==> config.mk <==
export PLATFORM = sky130hd
export DESIGN_NAME = kt_move_check
export DESIGN_NICKNAME = d
export VERILOG_FILES = /design/src/rtl/kt_pkg.sv /design/src/rtl/kt_move_check.sv
export SDC_FILE = /design/constraint.sdc
export NUM_CORES = 1
export LEC_CHECK = 0
export ABC_AREA = 1
export CAP_MARGIN = 20
export CORE_AREA = 2 2 39 41
export DETAILED_ROUTE_END_ITERATION = 8
export DIE_AREA = 0 0 41 43
export PLACE_DENSITY_LB_ADDON = 0.12
export SETUP_SLACK_MARGIN = 0.4
export SYNTH_ARGS = -nofsm -noshare
export SYNTH_HDL_FRONTEND = slang
export SYNTH_SLANG_ARGS = --single-unit
==> constraint.sdc <==
create_clock -name vclk -period 4.2
set_input_delay 0.63 -clock vclk [all_inputs]
set_output_delay 0.63 -clock vclk [all_outputs]
set_load 0.02 [all_outputs]
==> src/rtl/kt_pkg.sv <==
// Shared constants for the 5x5 knight's-tour stream checker.
package kt_pkg;

   localparam int unsigned BOARD_DIM = 5;
   localparam int unsigned N_CELLS   = BOARD_DIM * BOARD_DIM;

   localparam logic [1:0] S_IDLE   = 2'd0;
   localparam logic [1:0] S_CHECK  = 2'd1;
   localparam logic [1:0] S_REPORT = 2'd2;

   localparam logic [2:0] ERR_NONE      = 3'd0;
   localparam logic [2:0] ERR_OOB       = 3'd1;
   localparam logic [2:0] ERR_BAD_INDEX = 3'd2;
   localparam logic [2:0] ERR_BAD_MOVE  = 3'd3;
   localparam logic [2:0] ERR_REVISIT   = 3'd4;
   localparam logic [2:0] ERR_SHORT     = 3'd5;
   localparam logic [2:0] ERR_LONG      = 3'd6;

   // Beat counter saturates one past the tour length so overruns stay visible.
   localparam logic [4:0] CNT_FULL = 5'(N_CELLS);
   localparam logic [4:0] CNT_MAX  = 5'(N_CELLS + 1);

endpackage

==> src/rtl/kt_move_check.sv <==
// Combinational per-beat geometry: bounds, knight adjacency to the previous cell, cell index.
module kt_move_check
   import kt_pkg::*;
(
   input  logic [2:0] prev_x,
   input  logic [2:0] prev_y,
   input  logic [2:0] cur_x,
   input  logic [2:0] cur_y,
   output logic       oob,
   output logic       knight_ok,
   output logic [4:0] cell_idx
);

   logic signed [3:0] dx;
   logic signed [3:0] dy;
   logic [3:0]        adx;
   logic [3:0]        ady;

   always_comb begin
      oob = (cur_x >= 3'(BOARD_DIM)) || (cur_y >= 3'(BOARD_DIM));
      // Zero-extended 4-bit signed difference cannot wrap for 3-bit coordinates.
      dx  = $signed({1'b0, cur_x}) - $signed({1'b0, prev_x});
      dy  = $signed({1'b0, cur_y}) - $signed({1'b0, prev_y});
      adx = dx[3] ? 4'(-dx) : 4'(dx);
      ady = dy[3] ? 4'(-dy) : 4'(dy);
      knight_ok = ((adx == 4'd1) && (ady == 4'd2)) || ((adx == 4'd2) && (ady == 4'd1));
      cell_idx  = ({2'b00, cur_x} << 2) + {2'b00, cur_x} + {2'b00, cur_y};
   end

endmodule

==> results.toml, run 1 <==
[status]
outcome = "finished, final reports clean"

[yosys]
yosysMostFrequentCell = "nand2_1"
synth_adder_area_share_pct = 44.1
synthXorXnorAreaFrac_pct = 6.71
synth_area_um2 = 522
synth_cell_types = 12
synth_top_family_by_area = "adder cells"
ys_warn_count = 0
syn_inst = 82
yosysTopAreaCell = "ha_1"
post-synth-top-area-fraction_pct = 28.8
synth.area.top_cells = "ha_1 29%, nand2_1 16%, fa_1 15%"
synth_compound_area_share_pct = 3.84
synthSimpleGateAreaFrac_pct = 33.8
synth_area_per_cell_um2 = 6.36
synth_seq_area_share_pct = 0
synth_mux_area_share_pct = 0
synthTopCellsByCount = "22 x nand2_1, 16 x inv_1, 12 x ha_1"
syn-num-nets = 110

[floorplan]
start_util_pct = 37.7
die_h_um = 43
io_pins = 19
rows = 14
die_w_um = 41
core_um2 = 1380
dieArea_um2 = 1760

[worst_setup_path]
critical_path_class = "in2out"
crit_arrival_ps = 2920
crit_path_max_fanout = 4
cp-end-kind = "output port"
crit_path_top_delay_cell = "clkdlybuf4s50_1"
critPathLaunchType = "input pin"
cp.required_ps = 3570
worst_path_largest_cell_delay_ps = 610
crit_family = "buffers and inverters"
critical_path_buf_inv_count = 2
path_cells = "clkdlybuf4s50_1 > fa_1 > fa_1 > xor2_1 > clkdlybuf4s50_1"

[timing]
final.min_clock_period_ps = 3550
worst-slew-pin-transition_ps = 248
fin_tns_setup_ps = 0
rsz0062_at_grt = "no"
setup_ws_ps = 649
maxSlewViolCount = 0
setup_violations = 0
timing.final.crit_share_pct = 84.5
relSlewSlack_pct = 83.4
hold_viol = 0
fmax_mhz = 282

[run]
drv_cap = 0

[cells_and_area]
seqCellArea_um2 = 0
nNetsFinal = 131
clkbuf_count = 0
area_growth_pct = 39.3
drive_gt1_share_pct = 1.98
fin_util_pct = 52.5
seq_cells = 0
final_cells = 117
n_antenna_cell = 0

[placement]
dp.final_hpwl_um = 950
gp_congestion = 0.697
dp_slack_ps = 285
post-place-cells = 117
port_buffers = 19

[power_and_ir_drop]
p_per_area_nw_per_um2 = 172
vdd_drop_max_v = 0.0000713
p_total_mw = 0.125
power.leakage_nw = 0.397

[global_routing]
grt_usage_pct = 13.3
grt_pass1_wl_um = 1760
gr-total-overflow = 0
grt_pass1_vias = 465
antenna_found_initial = 0
grt_start_max_net_pins = 6

[drt]
dr.pass1.iters = 4
drtIter0Drc = 5
routed_wl_um = 1040
routed_via_density = 4.60
drc = 0
wl_per_cell_um = 8.85
vias = 538
ant_nets = 0

[clocking]
postCtsSetupRepairBufs = 0
cts.hold.buffers_added = 0

[hold_path]
hold_class = "in2out"
[metrics by stage]
step | hold WS [ps] | cell area [µm²]
2_1_floorplan | 1390 | 522
3_3_place_gp | 2420 | 732
3_5_place_dp | 2410 | 732
4_1_cts | 2360 | 731
5_1_grt | 2290 | 727
6_report | 2190 | 727
[cells in the final DEF, fill, tap and decap left out]
master | synthesis | final
nand2_1 | 22 | 22
xor2_1 | 2 | 2
clkdlybuf4s50_1 | 0 | 18
nor2_1 | 7 | 7
clkbuf_2 | 0 | 1
inv_1 | 16 | 16
xnor2_1 | 2 | 2
nor2_2 | 1 | 1
nand3_1 | 11 | 11
o21ai_0 | 2 | 2
fa_1 | 4 | 4
or2_1 | 1 | 1
ha_1 | 12 | 12
a21oi_1 | 2 | 2
[where the power goes]
group | leakage, nW | switching [mW] | internal, mW | total [mW]
clock network | 0 | 0 | 0 | 0
logic | 0.397 | 0.0662 | 0.0588 | 0.125
registers | 0 | 0 | 0 | 0
[final timing paths]
kind                      start           to  slack, ps  cells past startpoint
worst min-delay path  prev_x[0]    knight_ok       2190                      6
worst max-delay path   cur_x[2]  cell_idx[3]        650                      5
[layout make-up]
class              count  area [µm²]
inverters             16        60.1
multi-input cells     66         462
repair buffers        19         185
well taps             16        20.0
fillers              141         657
[cell families after synthesis]
logic type / Yosys count
AO/OA/AOI/OAI: 4
XOR/XNOR: 4
adder cells (fa/ha/maj): 16
buffers and inverters: 16
AND/OR/NAND/NOR: 42
[timing repair]
item / in CTS / in global routing
cloned: 0 / 0
endpoints found under the hold margin: 0 / 0
endpoints found under the setup margin: 1 / 1
gates resized for setup: 1 / 2
[per-layer routing]
metal | global-route usage [%] | vias up | wire (µm)
li1 | - | 297 | -
met1 | 18.2 | 228 | 488
met2 | 23.8 | 13 | 481
met3 | 0 | 0 | 65
met4 | 0 | 0 | 0
met5 | 0 | - | 0
No activity file was read; power rests on OpenSTA's default activity.
==> run 2, diff against run 1 <==
Clock period 4.2 ns to 3.1 ns, I/O delays scaled along.
==> results.toml, run 2 (synthesized netlist as in run 1, its figures left out) <==
[status]
outcome = "finished, final reports clean"

[drt]
ant_nets = 0
routed_wl_um = 1340
routed_via_density = 4.60
dr.pass1.iters = 4
wl_per_cell_um = 9.98
vias = 617
drc = 0
drtIter0Drc = 4

[floorplan]
io_pins = 19
rows = 14
die_w_um = 41
core_um2 = 1380
dieArea_um2 = 1760
die_h_um = 43
start_util_pct = 37.7

[cells_and_area]
drive_gt1_share_pct = 39.0
n_antenna_cell = 0
seq_cells = 0
layout.cells.most_common_list = "21 x nand2_1, 18 x buf_4, 9 x nand3_1"
design_area_um2 = 937
mostFrequentLayoutCell = "nand2_1"
area_growth_pct = 79.6
final_cells = 134
multi_input_area_um2 = 557
nNetsFinal = 148
clkbuf_count = 0
seqCellArea_um2 = 0
fillers = 126

[global_routing]
grt_pass1_vias = 562
grt_use_met3_pct = 0
grt_pass1_wl_um = 2190
met2_usage_pct = 30.3
grt_start_max_net_pins = 5
grt.busiest_layer = "met2"
antenna_found_initial = 0
grt_usage_pct = 16.9
gr-total-overflow = 0
met1_usage_pct = 22.8

[worst_setup_path]
cp-end-kind = "output port"
crit_path_max_fanout = 2
crit_arrival_ps = 2130
cp.required_ps = 2630
critPathLaunchType = "input pin"
critical_path_class = "in2out"

[timing]
setup_violations = 0
fmax_mhz = 385
fin_tns_setup_ps = 0
final.min_clock_period_ps = 2600
hold_viol = 0
maxSlewViolCount = 0
rsz0062_at_grt = "no"
relSlewSlack_pct = 83.0
worst-slew-pin-transition_ps = 255
timing.final.crit_share_pct = 83.8

[run]
drv_cap = 0

[power_and_ir_drop]
vdd_drop_max_v = 0.000119
p_per_area_nw_per_um2 = 228
power.leakage_nw = 0.501

[placement]
post-place-cells = 130
gp_congestion = 0.719
dp.final_hpwl_um = 1060
port_buffers = 19
dpl_cell_area_um2 = 830

[clocking]
cts.hold.buffers_added = 0

[hold_path]
hold_class = "in2out"
-- run 2: cell count changes in the layout (fill, tap and decap cells not counted), moves of 6 or more --
| cell | delta |
|---|---|
| inv_2 | +7 |
| dlygate4sd2_1 | +6 |
| clkdlybuf4s50_1 | -13 |
| inv_1 | -8 |
| ha_1 | -6 |
| buf_4 | +18 |
-- run 2: layout make-up --
type	instances	area share, %
tap	16	2.14
multi-input combinational	66	59.4
timing repair buffer	36	31.8
inverter	16	6.68
-- run 2: worst max-delay path, stage by stage --
cell           delay, ps
dlygate4sd2_1        250
inv_1                 60
ha_2                 190
inv_2                 50
fa_2                 540
inv_2                 40
nand3_1               90
nand3_2               70
nor2_2                90
nor2_1                60
nor2_2               110
buf_6                120
-- run 2: power by group --
group | total (mW) | internal [mW] | leakage [nW] | switching (mW)
clock network | 0 | 0 | 0 | 0
logic | 0.214 | 0.106 | 0.501 | 0.108
registers | 0 | 0 | 0 | 0
-- run 2: final timing paths --
kind	from	end	depth (start not counted)
max	cur_x[0]	knight_ok	12
min	prev_x[0]	knight_ok	5
-- run 2: what timing repair did --
action / CTS / global route
buffers inserted: 4 / 0
endpoints found under the setup margin: 5 / 1
gates resized for setup: 46 / 15
pin swaps: 13 / 10
endpoints found under the hold margin: 0 / 0
-- run 2: metal layers --
metal,routed length (µm),vias to the layer above
met4,0,0
met5,0,-
li1,-,334
met3,68,0
met1,585,268
met2,683,15
-- run 2: metrics by stage --
| step | hold WS, ps | worst slack (ps) | utilization [%] | power, mW |
|---|---|---|---|---|
| 2_1_floorplan | 1060 | 622 | - | 0.112 |
| 3_5_place_dp | 2080 | -390 | 59.9 | 0.190 |
| 4_1_cts | 1560 | 368 | 62.4 | 0.195 |
| 5_1_grt | 1620 | 410 | 67.7 | 0.242 |
| 6_report | 1570 | 503 | 67.7 | 0.214 |
| 3_3_place_gp | 2090 | -362 | 59.9 | 0.187 |
